--- config.mk ---
export PLATFORM = sky130hd
export DESIGN_NAME = pixel_luma_overlay
export DESIGN_NICKNAME = d
export VERILOG_FILES = /design/src/rtl/pixel_pkg.sv /design/src/rtl/luma_calc.sv /design/src/rtl/pixel_luma_overlay.sv
export SDC_FILE = /design/constraint.sdc
export NUM_CORES = 1
export LEC_CHECK = 0
export BUFFER_PORTS_ARGS = -buffer_cell sky130_fd_sc_hd__clkbuf_2
export CAP_MARGIN = 20
export CORE_AREA = 2 2 235 191
export DETAILED_ROUTE_END_ITERATION = 7
export DIE_AREA = 0 0 237 193
export RECOVER_POWER = 25
export REMOVE_ABC_BUFFERS = 1
export SLEW_MARGIN = 20
export SYNTH_ARGS = -nofsm -noshare
export SYNTH_HDL_FRONTEND = slang
export SYNTH_SLANG_ARGS = --single-unit
--- constraint.sdc ---
create_clock -name iCLK -period 4.2 [get_ports iCLK]
set_input_delay 0 -clock iCLK [delete_from_list [all_inputs] [get_ports iCLK]]
set_output_delay 0 -clock iCLK [all_outputs]
set_load 0.1 [all_outputs]
--- src/rtl/pixel_pkg.sv ---
// Shared pixel-path constants: BT.601 luma coefficients, output mode encodings and
// the display/search-window origins that marker offsets are built from.
package pixel_pkg;

  localparam int LUMA_CR    = 77;
  localparam int LUMA_CG    = 150;
  localparam int LUMA_CB    = 29;
  localparam int LUMA_SHIFT = 8;

  typedef enum logic [1:0] {
    MODE_PASS = 2'd0,
    MODE_GRAY = 2'd1,
    MODE_BIN  = 2'd2,
    MODE_INV  = 2'd3
  } mode_e;

  localparam int DISP_H_START = 144;
  localparam int DISP_V_START = 35;
  localparam int SEARCH_MID_X = 320;
  localparam int SEARCH_MID_Y = 240;

  // Typical marker offsets: active-video start plus the middle of the search window.
  localparam int MARK_H_OFFSET = DISP_H_START + SEARCH_MID_X;
  localparam int MARK_V_OFFSET = DISP_V_START + SEARCH_MID_Y;

endpackage

--- src/rtl/luma_calc.sv ---
// Two-stage BT.601 luma: products registered, then sum/shift/saturate registered.
// Latency 2 cycles, one pixel per cycle, no backpressure; data holds while valid is low.
module luma_calc
  import pixel_pkg::*;
#(
  parameter int DW = 10
) (
  input  logic          clk,
  input  logic          rst_n,
  input  logic          in_vld,
  input  logic [DW-1:0] in_red,
  input  logic [DW-1:0] in_green,
  input  logic [DW-1:0] in_blue,
  output logic          out_vld,
  output logic [DW-1:0] out_luma
);

  localparam int PRW = DW + 9;

  logic           vld1_q, vld2_q;
  logic [PRW-1:0] prod_r_q, prod_r_d;
  logic [PRW-1:0] prod_g_q, prod_g_d;
  logic [PRW-1:0] prod_b_q, prod_b_d;
  logic [DW-1:0]  luma_q, luma_d;
  logic [PRW-1:0] sum, shifted;

  always_comb begin
    prod_r_d = prod_r_q;
    prod_g_d = prod_g_q;
    prod_b_d = prod_b_q;
    if (in_vld) begin
      prod_r_d = PRW'(LUMA_CR) * PRW'(in_red);
      prod_g_d = PRW'(LUMA_CG) * PRW'(in_green);
      prod_b_d = PRW'(LUMA_CB) * PRW'(in_blue);
    end
  end

  assign sum     = prod_r_q + prod_g_q + prod_b_q;
  assign shifted = sum >> LUMA_SHIFT;

  always_comb begin
    luma_d = luma_q;
    if (vld1_q) begin
      // Any bit above DW means the result would not fit: clamp to full scale.
      if (|shifted[PRW-1:DW]) luma_d = '1;
      else                    luma_d = shifted[DW-1:0];
    end
  end

  always_ff @(posedge clk or negedge rst_n) begin
    if (!rst_n) begin
      vld1_q   <= 1'b0;
      vld2_q   <= 1'b0;
      prod_r_q <= '0;
      prod_g_q <= '0;
      prod_b_q <= '0;
      luma_q   <= '0;
    end else begin
      vld1_q   <= in_vld;
      vld2_q   <= vld1_q;
      prod_r_q <= prod_r_d;
      prod_g_q <= prod_g_d;
      prod_b_q <= prod_b_d;
      luma_q   <= luma_d;
    end
  end

  assign out_vld  = vld2_q;
  assign out_luma = luma_q;

endmodule

--- src/rtl/pixel_luma_overlay.sv ---
// Luma conversion with pass/gray/threshold/invert modes and a per-frame latched square marker.
// Latency 3 cycles, one pixel per cycle, no backpressure; outputs hold the last valid pixel.
module pixel_luma_overlay
  import pixel_pkg::*;
#(
  parameter int            DW          = 10,
  parameter int            PW          = 13,
  parameter int            SQUARE_SIZE = 5,
  parameter int            H_OFFSET    = 0,
  parameter int            V_OFFSET    = 0,
  parameter logic [DW-1:0] MARK_R      = '1,
  parameter logic [DW-1:0] MARK_G      = '0,
  parameter logic [DW-1:0] MARK_B      = '0,
  parameter int            BLINK_LOG2  = 4
) (
  input  logic          iCLK,
  input  logic          iRST,
  input  logic          iValid,
  input  logic [DW-1:0] iRed,
  input  logic [DW-1:0] iGreen,
  input  logic [DW-1:0] iBlue,
  input  logic [PW-1:0] iXposition,
  input  logic [PW-1:0] iYposition,
  input  logic          iFrameStart,
  input  logic [PW-1:0] iXresult,
  input  logic [PW-1:0] iYresult,
  input  logic          iFinished,
  input  logic [1:0]    iMode,
  input  logic [DW-1:0] iThreshold,
  output logic          oValid,
  output logic [DW-1:0] oRed,
  output logic [DW-1:0] oGreen,
  output logic [DW-1:0] oBlue,
  output logic [PW-1:0] oXposition,
  output logic [PW-1:0] oYposition
);

  typedef struct packed {
    mode_e         mode;
    logic [DW-1:0] thr;
    logic [DW-1:0] red;
    logic [DW-1:0] green;
    logic [DW-1:0] blue;
    logic [PW-1:0] xpos;
    logic [PW-1:0] ypos;
    logic          mark;
  } side_t;

  logic [PW-1:0]         pos_x_q, pos_x_d;
  logic [PW-1:0]         pos_y_q, pos_y_d;
  logic                  have_q, have_d;
  logic                  stale_q, stale_d;
  logic [BLINK_LOG2-1:0] frame_cnt_q, frame_cnt_d;

  always_comb begin
    pos_x_d     = pos_x_q;
    pos_y_d     = pos_y_q;
    have_d      = have_q;
    stale_d     = stale_q;
    frame_cnt_d = frame_cnt_q;
    if (iFrameStart) begin
      frame_cnt_d = frame_cnt_q + 1'b1;
      if (iFinished) begin
        pos_x_d = iXresult + PW'(H_OFFSET);
        pos_y_d = iYresult + PW'(V_OFFSET);
        have_d  = 1'b1;
        stale_d = 1'b0;
      end else if (have_q) begin
        stale_d = 1'b1;
      end
    end
  end

  // One extra bit so a marker near the right/bottom edge does not wrap to column/row 0.
  logic [PW:0] x_ext, y_ext, px_ext, py_ext;
  logic        hit, mark;

  assign x_ext  = {1'b0, iXposition};
  assign y_ext  = {1'b0, iYposition};
  assign px_ext = {1'b0, pos_x_q};
  assign py_ext = {1'b0, pos_y_q};
  assign hit    = (x_ext >= px_ext) && (x_ext < px_ext + (PW+1)'(SQUARE_SIZE)) &&
                  (y_ext >= py_ext) && (y_ext < py_ext + (PW+1)'(SQUARE_SIZE));
  assign mark   = have_q & hit & (~stale_q | frame_cnt_q[BLINK_LOG2-1]);

  logic  s1_vld_q;
  side_t s1_q, s1_d;
  side_t s2_q, s2_d;
  logic  s2_vld;
  logic [DW-1:0] luma;

  always_comb begin
    s1_d = s1_q;
    if (iValid) begin
      s1_d.mode  = mode_e'(iMode);
      s1_d.thr   = iThreshold;
      s1_d.red   = iRed;
      s1_d.green = iGreen;
      s1_d.blue  = iBlue;
      s1_d.xpos  = iXposition;
      s1_d.ypos  = iYposition;
      s1_d.mark  = mark;
    end
  end

  always_comb begin
    s2_d = s2_q;
    if (s1_vld_q) s2_d = s1_q;
  end

  luma_calc #(
    .DW(DW)
  ) u_luma (
    .clk      (iCLK),
    .rst_n    (iRST),
    .in_vld   (iValid),
    .in_red   (iRed),
    .in_green (iGreen),
    .in_blue  (iBlue),
    .out_vld  (s2_vld),
    .out_luma (luma)
  );

  logic          out_vld_q;
  logic [DW-1:0] out_r_q, out_r_d, out_g_q, out_g_d, out_b_q, out_b_d;
  logic [PW-1:0] out_x_q, out_x_d, out_y_q, out_y_d;
  logic [DW-1:0] bin_lvl;

  assign bin_lvl = (luma >= s2_q.thr) ? {DW{1'b1}} : {DW{1'b0}};

  always_comb begin
    out_r_d = out_r_q;
    out_g_d = out_g_q;
    out_b_d = out_b_q;
    out_x_d = out_x_q;
    out_y_d = out_y_q;
    if (s2_vld) begin
      case (s2_q.mode)
        MODE_PASS: begin
          out_r_d = s2_q.red;
          out_g_d = s2_q.green;
          out_b_d = s2_q.blue;
        end
        MODE_GRAY: begin
          out_r_d = luma;
          out_g_d = luma;
          out_b_d = luma;
        end
        MODE_BIN: begin
          out_r_d = bin_lvl;
          out_g_d = bin_lvl;
          out_b_d = bin_lvl;
        end
        MODE_INV: begin
          out_r_d = {DW{1'b1}} - luma;
          out_g_d = {DW{1'b1}} - luma;
          out_b_d = {DW{1'b1}} - luma;
        end
      endcase
      if (s2_q.mark) begin
        out_r_d = MARK_R;
        out_g_d = MARK_G;
        out_b_d = MARK_B;
      end
      out_x_d = s2_q.xpos;
      out_y_d = s2_q.ypos;
    end
  end

  always_ff @(posedge iCLK or negedge iRST) begin
    if (!iRST) begin
      pos_x_q     <= '0;
      pos_y_q     <= '0;
      have_q      <= 1'b0;
      stale_q     <= 1'b0;
      frame_cnt_q <= '0;
      s1_vld_q    <= 1'b0;
      s1_q        <= '0;
      s2_q        <= '0;
      out_vld_q   <= 1'b0;
      out_r_q     <= '0;
      out_g_q     <= '0;
      out_b_q     <= '0;
      out_x_q     <= '0;
      out_y_q     <= '0;
    end else begin
      pos_x_q     <= pos_x_d;
      pos_y_q     <= pos_y_d;
      have_q      <= have_d;
      stale_q     <= stale_d;
      frame_cnt_q <= frame_cnt_d;
      s1_vld_q    <= iValid;
      s1_q        <= s1_d;
      s2_q        <= s2_d;
      out_vld_q   <= s2_vld;
      out_r_q     <= out_r_d;
      out_g_q     <= out_g_d;
      out_b_q     <= out_b_d;
      out_x_q     <= out_x_d;
      out_y_q     <= out_y_d;
    end
  end

  assign oValid     = out_vld_q;
  assign oRed       = out_r_q;
  assign oGreen     = out_g_q;
  assign oBlue      = out_b_q;
  assign oXposition = out_x_q;
  assign oYposition = out_y_q;

endmodule

==> results of run 1 <==
## final timing paths
path                                startpoint                   to  slack (ns)  cells past startpoint
worst max-delay path                 iGreen[6]  u_luma.prod_g_q[16]        0.64                     14
worst min-delay path             iThreshold[8]             s1_q[65]        0.20                      3
worst max register to register      pos_y_q[0]              s1_q[0]        0.96                     12
worst min register to register  frame_cnt_q[3]       frame_cnt_q[3]        0.47                      1
max in group asynchronous                 iRST             s1_q[49]        1.55                      2
min in group asynchronous                 iRST        oYposition[2]        0.89                      2
## layout by cell type, fill, tap and decap left out, types with 30 or more instances in the layout
master,synthesis,routed
dfrtp_1,283,281
mux2_2,205,205
ha_1,197,197
inv_1,191,191
clkbuf_2,0,154
dlygate4sd3_1,0,99
nor2_1,72,72
fa_1,52,52
a21oi_1,47,47
nand2_1,46,46
o21ai_0,43,43
xnor2_1,41,41
clkbuf_16,0,31
o22ai_1,30,30
## logic make-up (layout without fill, tap and decap cells)
kind of cell,count (synthesis),count (layout)
buffers and inverters,235,508
xor gates and xnor gates,59,59
AOI/OAI and AO/OA,264,264
DFF,283,283
adders and majority gates,249,249
muxes,205,205
and+or+nand+nor,217,217
## power by group through the flow
stage,Clock (W),Combinational [W],Sequential [W]
6_report,0.00280,0.00657,0.00393
2_1_floorplan,0,0.00374,0.00518
4_1_cts,0.00288,0.00659,0.00394
3_5_place_dp,0,0.00647,0.00398
5_1_grt,0.00299,0.00726,0.00402
3_3_place_gp,0,0.00637,0.00397
## metrics by stage
stage	setup WS [ns]	util	hold slack, ns
2_1_floorplan	1.00	-	-0.296
4_1_cts	0.663	0.473	0.113
5_1_grt	0.336	0.473	0.193
6_report	0.637	0.473	0.199
3_3_place_gp	0.662	0.427	0.121
3_5_place_dp	0.611	0.427	0.132
## registers in the layout, summed over array words and instances, names as in the netlist, 4 cells and up
signal,count
oYposition,13
pos_x_q,13
oXposition,13
s1_q,69
u_luma.prod_r_q,15
s2_q,69
u_luma.out_luma,10
u_luma.prod_g_q,16
oBlue,10
oRed,10
pos_y_q,13
u_luma.prod_b_q,13
frame_cnt_q,4
oGreen,10
## metal layers
layer / track usage / share of wire
met1: 0.267 / 0.50
met3: 0.0323 / 0.048
met5: 0 / 0.00017
met4: 0.0385 / 0.018
met2: 0.273 / 0.43
## worst max-delay path, cell delays in order
cell	delay [ns]
dlygate4sd3_1	0.53
clkbuf_2	0.16
ha_1	0.30
ha_1	0.31
fa_1	0.53
inv_1	0.05
fa_1	0.49
inv_1	0.04
ha_1	0.37
and3_1	0.20
a311oi_1	0.46
a21oi_1	0.18
a221oi_1	0.28
o31ai_1	0.12
## layout make-up
cell class	count	area (um2)
inverters	191	717
clock buffers	45	908
fillers	4011	23000
flip-flops and latches	283	7090
repair buffers	262	1860
clock inverters	10	146
multi-input cells	994	9200
well taps	568	711
==> metrics.md, run 1 <==
| Metric | Value |
|---|---|
| Status | `complete, but fails checks` |
| Failing checks | `capacitance limit, slew limit` |
| Antenna violations before repair | `1` |
| Sw Ratio | `0.434` |
| Req. time, crit path | `4.65 ns` |
| First-pass GRT wire length | `65.8 mm` |
| Most frequent cell after synthesis | `dfrtp_1` |
| FP Rows | `69` |
| Detailed-route vias per instance | `5.14` |
| Final hold viol count | `0` |
| Syn Inst Count | `1,512` |
| Min Tclk post-route | `3.56 ns` |
| Yosys reg bits | `~280` |
| Post-CTS Resized | `0` |
| Routability cong. | `0.838` |
| Sequential share of the synthesized area | `0.412` |
| Core area | `43,600 um2` |
| Post-Syn Area | `around 17,000 um2` |
| Synth warn | `0` |
| Yosys top cell by area | `dfrtp_1` |
| Gate power share | `0.494` |
| Placed insts | `approximately 2,200` |
| Synth Area in Simple Gates | `0.0606` |
| Final clock skew | `around 0.025 ns` |
| Routed Antenna Nets | `0` |
| Placed Area | `approximately 19,000 um2` |
| Share of power burned in registers | `0.296` |
| Setup TNS | `0 ns` |
| CTS tree | `done` |
| Fin. max-slew vios | `approximately 160` |
| Mapped Avg Cell Area | `11.4 um2` |
| Multiplexer area fraction after synthesis | `0.134` |
| LEAKAGE | `between 9 and 10 nW` |
| Area Growth Syn to Fin | `20.1%` |
| Layout Nets | `2,111` |
| Synth Area in XOR/XNOR | `0.0301` |
| DRC errors left | `0` |
| Worst-Skew Late Latency | `around 0.58 ns` |
| Period utilization | `0.848` |
| Detailed Routing Iterations Pass 1 | `5` |
| Clock transition at the registers of the reported paths | `approximately 0.060 ns` |
| Global Route Usage Sum | `0.179` |
| Largest net degree at the start of global routing | `115` |
| FFs w/ async S/R, synth | `1.00` |
| Finished Layout Cells | `2,353` |
| Main combinational cell family by area after synthesis | `adder cells` |
| Clk sinks | `283` |
| Worst setup SP type | `input pin` |
| DR WL/cell | `17.2 um` |
| Commonest cells in the netlist | `283 x dfrtp_1, 205 x mux2_2, 197 x ha_1` |
| Vias in the first global route | `12,300` |
| Netlist cell types | `between 60 and 70` |
| Root buffer cell | `clkbuf_16` |
| I/O Buffers | `approximately 160` |
| Starting Density | `0.394` |
| Power Internal | `approximately 0.0075 W` |
| # diodes | `0` |
| CP endpoint kind | `flip-flop` |
| Die W | `between 200 and 250 um` |
| Peak VDD IR | `0.798 mV` |
| Share of post-route cells with drive strength above 1 | `0.243` |
| WP data arrival | `around 4 ns` |
| Slew HR | `-0.968` |
| Initial DRC Count | `around 530` |
| Num ports | `around 160` |
| Primary FF master, synth | `dfrtp_1` |
| Detailed-placement wirelength estimate | `30.1 mm` |
| Compound-Gate Fraction of Synth Area | `0.106` |
| RSZ-0062 raised after global routing | `false` |
| Grt total ovfl | `0` |
| TritonCTS buffer count | `31` |
| Critical path class | `in2reg` |
| Hold Path Class | `in2reg` |
| DR vias | `12,100` |
| Clk buf depth | `3` |
| Max Fclk | `0.281 GHz` |
| Synth top area share | `0.412` |
| Clock Power Share | `0.210` |
| Pwr Total | `0.0133 W` |
| Hold-fix buffers at CTS | `99` |
| Least-Margin Pin Slew | `slightly below 3 ns` |
| WL final | `40.5 mm` |
| P per Cell Area | `645 nW/um2` |
| Total of max-cap violations | `2` |
| Chip height | `193 um` |
| Switch Pwr | `0.00578 W` |
| Final Cell Area | `20,600 um2` |
| H-tree level count | `1` |
| Synth area leaders | `dfrtp_1 41%, ha_1 14%, mux2_2 13%, fa_1 6.1%, inv_1 4.2%` |
| Post-synth EDFFs | `0` |
| Crit Path Max Fanout | `6` |
| Post-CTS setup buffer count | `0` |
| Adder-Cell Fraction of Synth Area | `0.204` |
| Die area | `approximately 46,000 um2` |
| Setup violations, final | `0` |
(Power assumes the default switching activity.)
==> run 2: changes to the inputs <==
==> constraint.sdc (replaced) <==
create_clock -name iCLK -period 3.7 [get_ports iCLK]
set_input_delay 0 -clock iCLK [delete_from_list [all_inputs] [get_ports iCLK]]
set_output_delay 0 -clock iCLK [all_outputs]
set_load 0.1 [all_outputs]
==> metrics.md, run 2 (same netlist as run 1, synthesis figures left out) <==
| Metric | Value |
|---|---|
| Status | `complete, but fails checks` |
| Failing checks | `capacitance limit, slew limit` |
| Core area | `43,600 um2` |
| Max Fclk | `0.282 GHz` |
| I/O Buffers | `~160` |
| Vias in the first global route | `12,200` |
| CP endpoint kind | `flip-flop` |
| Root buffer cell | `clkbuf_16` |
| LEAKAGE | `around 10 nW` |
| Period utilization | `0.957` |
| Grt total ovfl | `0` |
| P per Cell Area | `751 nW/um2` |
| Worst path cell trace | `dlygate4sd3_1 -> clkbuf_2 -> ha_1 -> ha_1 -> fa_1 -> inv_1 -> fa_1 -> inv_1 -> ha_1 -> and3_1 -> a311oi_1 -> buf_4 -> a21oi_1 -> a221oi_1 -> o31ai_1` |
| Die W | `approximately 240 um` |
| Clock transition at the registers of the reported paths | `0.06 ns` |
| WP data arrival | `roughly 4 ns` |
| Clk buf depth | `3` |
| Initial DRC Count | `599` |
| Post-CTS setup buffer count | `0` |
| Routability cong. | `0.830` |
| Detailed-route vias per instance | `5.14` |
| Least-Margin Pin Slew | `3.07 ns` |
| Req. time, crit path | `4.09 ns` |
| Placed Area | `18,600 um2` |
| Setup violations, final | `0` |
| Routed Antenna Nets | `0` |
| Critical path class | `in2reg` |
| Final hold viol count | `0` |
| Fillers | `3,967` |
| Worst-Skew Late Latency | `around 0.53 ns` |
| Detailed Routing Iterations Pass 1 | `5` |
| Die area | `45,700 um2` |
| H-tree level count | `2` |
| WL final | `41.7 mm` |
| Peak VDD IR | `0.647 mV` |
| Num ports | `156` |
| Fin. max-slew vios | `about 230` |
| Pwr Total | `approximately 0.016 W` |
| Crit path top cell by count | `ha_1` |
| Largest net degree at the start of global routing | `119` |
| CP max stage delay | `~0.53 ns` |
| Layout Nets | `2,126` |
| Most frequent cells in the layout | `281 x dfrtp_1, 205 x mux2_2, 197 x ha_1, 191 x inv_1, 155 x clkbuf_2` |
| Global Route Usage Sum | `0.184` |
| DR vias | `12,200` |
| Slew HR | `-1.05` |
| FP Rows | `69` |
| Share of post-route cells with drive strength above 1 | `0.246` |
| Final Util | `0.480` |
| Commonest non-fill, non-tap cell in the layout | `dfrtp_1` |
| DRC errors left | `0` |
| Starting Density | `0.394` |
| DR WL/cell | `17.6 um` |
| First-pass GRT wire length | `66.7 mm` |
| TritonCTS buffer count | `34` |
| Final clock skew | `0.0173 ns` |
| Crit Path Max Fanout | `6` |
| Chip height | `193 um` |
| Slowest cell on crit path | `dlygate4sd3_1` |
| CTS tree | `done` |
| Total of max-cap violations | `3` |
| Worst setup SP type | `input pin` |
| Clk sinks | `283` |
| RSZ-0062 raised after global routing | `false` |
| Area Growth Syn to Fin | `21.8%` |
| Detailed-placement wirelength estimate | `30.5 mm` |
| Final hold slack | `0.253 ns` |
| Largest regs | `s1_q: 69 flops, s2_q: 69 flops, u_luma.prod_g_q: 16 flops` |
| Min Tclk post-route | `3.54 ns` |
| Hold Path Class | `in2reg` |
| Antenna violations before repair | `2` |
| Setup TNS | `0 ns` |
| Final Cell Area | `approximately 21,000 um2` |
==> run 2: cell types whose count changed in the layout (fill, tap and decap cells not counted), moves of 3 or more <==
cell,change
clkbuf_16,+6
buf_4,+3
dlygate4sd3_1,+7
bufinv_16,+3
==> run 2: metrics by stage <==
stage,cells,setup slack [ns]
floorplan,1468,0.501
global placement,2204,0.296
detailed placement,2204,0.184
CTS,2369,0.174
global route,2370,0.0221
finish,2370,0.157
==> run 2: critical path: cells and delay by family <==
kind,cells,cell delay (ns)
adders and majority gates,5,2.04
and+or+nand+nor,1,0.20
buffers and inverters,5,0.94
AOI/OAI and AO/OA,4,0.75
==> run 2: final timing paths <==
path / start / to / slack [ns] / cells after the start
setup / recovery: iGreen[6] / u_luma.prod_g_q[16] / 0.16 / 15
hold / removal: iYresult[0] / pos_y_q[0] / 0.25 / 3
setup reg to reg: pos_y_q[0] / s1_q[0] / 0.45 / 12
hold reg to reg: frame_cnt_q[3] / frame_cnt_q[3] / 0.47 / 1
max in group asynchronous: iRST / s1_q[17] / 0.88 / 2
min in group asynchronous: iRST / oYposition[3] / 1.01 / 2
==> run 2: routing by layer <==
| layer | vias up | share of wire | global-route usage |
|---|---|---|---|
| li1 | 5846 | - | - |
| met1 | 6087 | 0.50 | 0.274 |
| met2 | 199 | 0.43 | 0.277 |
| met3 | 57 | 0.043 | 0.0327 |
| met4 | 2 | 0.020 | 0.0445 |
| met5 | - | 0.00031 | 0 |
==> run 2: repair_timing <==
item	CTS	global route
gates resized for setup	0	1
endpoints found under the hold margin	217	0
endpoints found under the setup margin	0	1
hold buffers	106	0
==> run 2: power breakdown <==
group          leakage, nW  switching (W)  total (W)  internal [W]
combinational         6.07        0.00469    0.00753       0.00284
sequential            3.32       0.000635    0.00447       0.00384
clock                0.609        0.00135    0.00370       0.00235
==> run 2: area by class of cell <==
type	instances	area [um2]	share of cell area
Multi-Input combinational cell	994	9200	0.440
Sequential cell	283	7090	0.339
Antenna cell	1	2.50	0.000120
Timing Repair Buffer	274	1960	0.0939
Clock inverter	12	216	0.0103
Clock buffer	47	1020	0.0489
Tap cell	568	711	0.0340
Inverter	191	717	0.0343
==> run 3: changes to the inputs <==
--- a/config.mk
+++ b/config.mk
@@ -7,9 +7,11 @@
 export LEC_CHECK = 0
 export BUFFER_PORTS_ARGS = -buffer_cell sky130_fd_sc_hd__clkbuf_2
 export CAP_MARGIN = 20
-export CORE_AREA = 2 2 235 191
+export CORE_AREA = 2 2 211 171
 export DETAILED_ROUTE_END_ITERATION = 7
-export DIE_AREA = 0 0 237 193
+export DIE_AREA = 0 0 213 173
+export MAX_ROUTING_LAYER = met4
+export PLACE_DENSITY = 0.68
 export RECOVER_POWER = 25
 export REMOVE_ABC_BUFFERS = 1
 export SLEW_MARGIN = 20
==> metrics.md, run 3 (same netlist as run 1, synthesis figures left out) <==
| Metric | Value |
|---|---|
| Routability cong. | `0.864` |
| Slowest cell on crit path | `fa_1` |
| Area Growth Syn to Fin | `20.3%` |
| RSZ-0062 raised after global routing | `false` |
| Crit Path Max Fanout | `5` |
| Max Fclk | `approximately 0.28 GHz` |
| P per Cell Area | `728 nW/um2` |
| Layout Nets | `2,131` |
| WP data arrival | `4.00 ns` |
| Fin. max-slew vios | `130` |
| Detailed Routing Iterations Pass 1 | `4` |
| DRC errors left | `0` |
| Core area | `34,600 um2` |
| Reg2Reg Depth | `12` |
| Status | `complete, but fails checks` |
| Clk buf depth | `3` |
| Largest regs | `s1_q: 69 flops, s2_q: 69 flops, u_luma.prod_g_q: 16 flops` |
| Hold depth | `3` |
| DR WL/cell | `between 15 and 20 um` |
| Final hold slack | `0.216 ns` |
| Routed Antenna Nets | `0` |
| Hold Path Class | `in2reg` |
| Initial DRC Count | `705` |
| Setup slack at placement | `0.189 ns` |
| Post-CTS Resized | `0` |
| CP max stage delay | `0.55 ns` |
| Reg2Reg Launch Point | `pos_y_q[0]` |
| Worst path cell trace | `dlygate4sd3_1 -> clkbuf_2 -> ha_1 -> ha_1 -> fa_1 -> inv_1 -> fa_1 -> inv_1 -> ha_1 -> nand2_1 -> nand2b_1 -> a211o_1 -> a21bo_2 -> a2111o_1 -> nand4_1` |
| Slew HR | `-0.723` |
| Clk sinks | `283` |
| Hold path startpoint | `iYresult[2]` |
| Critical path class | `in2reg` |
| Most frequent cells in the layout | `282 x dfrtp_1, 205 x mux2_2, 197 x ha_1, 191 x inv_1, 154 x clkbuf_2` |
| Total of max-cap violations | `2` |
| Num ports | `156` |
| RR Endpoint | `s1_q[0]` |
| Die W | `213 um` |
| Hold EP | `pos_y_q[2]` |
| H-tree level count | `1` |
| Least-Margin Pin Slew | `between 2 and 3 ns` |
| Req. time, crit path | `roughly 4.2 ns` |
| Setup violations, final | `0` |
| Share of post-route cells with drive strength above 1 | `0.241` |
| First-pass GRT wire length | `65.8 mm` |
| # diodes | `0` |
| Chip height | `about 170 um` |
| CP endpoint kind | `flip-flop` |
| Commonest non-fill, non-tap cell in the layout | `dfrtp_1` |
| DR vias | `12,200` |
| R2r setup slk | `approximately 0.57 ns` |
| Antenna violations before repair | `0` |
| Crit path top cell by count | `ha_1` |
| Clock transition at the registers of the reported paths | `0.06 ns` |
| Failing checks | `capacitance limit, slew limit` |
| Min Tclk post-route | `3.51 ns` |
| LEAKAGE | `between 9 and 10 nW` |
| CTS tree | `done` |
| Starting Density | `0.497` |
| Final clock skew | `0.00724 ns` |
| Peak VDD IR | `0.915 mV` |
| Die area | `about 37,000 um2` |
| Final worst slack | `0.187 ns` |
| Vias in the first global route | `12,400` |
| Worst-Skew Late Latency | `roughly 0.55 ns` |
| Worst setup SP type | `input pin` |
| Detailed-placement wirelength estimate | `30.0 mm` |
| Period utilization | `0.950` |
| Final hold viol count | `0` |
| TritonCTS buffer count | `30` |
| Grt total ovfl | `0` |
| I/O Buffers | `roughly 160` |
| Detailed-route vias per instance | `5.37` |
| Largest net degree at the start of global routing | `103` |
| Global Route Usage Sum | `0.230` |
| WL final | `40.5 mm` |
| Setup TNS | `0 ns` |
| Root buffer cell | `clkbuf_16` |
| FP Rows | `61` |
run 3: changes by cell type in the layout (fill, tap and decap cells not counted), moves of 2 or more:
cell and delta:
clkbuf_16 -6, dlygate4sd3_1 +11, clkinv_2 +2, bufinv_16 -3
run 3: routing by layer:
| layer | global-route usage | vias up | share of wire |
|---|---|---|---|
| met1 | 0.334 | 6063 | 0.49 |
| met2 | 0.346 | 266 | 0.45 |
| met5 | - | - | 0 |
| met4 | 0.0475 | 0 | 0.021 |
| li1 | - | 5830 | - |
| met3 | 0.0301 | 54 | 0.039 |
run 3: per-stage QoR:
stage	cells	utilization	power [W]	area, um2
finish	2275	0.597	0.0150	20700
global route	2275	0.597	0.0161	20700
CTS	2275	0.598	0.0151	20700
detailed placement	2106	0.535	0.0119	18500
global placement	2106	0.535	0.0117	18500
floorplan	1468	-	0.0101	17000
run 3: repair_timing:
action,in CTS,in global routing
endpoints found under the hold margin,206,0
hold buffers,117,0
buffers inserted,0,0
run 3: layout make-up:
type                       instances  area, um2
timing repair buffer             283       2050
tap                              472        591
clock inverter                    10        129
clock buffer                      42        887
multi-input combinational        994       9200
sequential                       283       7080
fill                            2804      13900
inverter                         191        717
run 3: how the worst max path moves through the flow:
| stage | from | endpoint | slack [ns] | depth (start not counted) |
|---|---|---|---|---|
| CTS | iRed[5] | u_luma.prod_r_q[15] | 0.21 | 15 |
| finish | iRed[5] | u_luma.prod_r_q[15] | 0.19 | 15 |
| detailed placement | iRed[5] | u_luma.prod_r_q[15] | 0.19 | 14 |
| global placement | iRed[6] | u_luma.prod_r_q[15] | 0.30 | 13 |
| floorplan | iGreen[6] | u_luma.prod_g_q[16] | 0.50 | 12 |
| global route | iGreen[5] | u_luma.prod_g_q[13] | 0.02 | 13 |
run 3: worst max-delay path: cells and delay by family:
kind	cells	cell delay, ns
AO/OA/AOI/OAI	3	0.91
AND/OR/NAND/NOR	3	0.27
buffers and inverters	4	0.79
adder cells (fa/ha/maj)	5	2.02
run 3: power by group:
part	switching (W)	total, W	leakage (nW)	internal [W]
clock network	0.00120	0.00307	0.507	0.00186
logic	0.00466	0.00750	6.11	0.00284
registers	0.000627	0.00446	3.32	0.00383
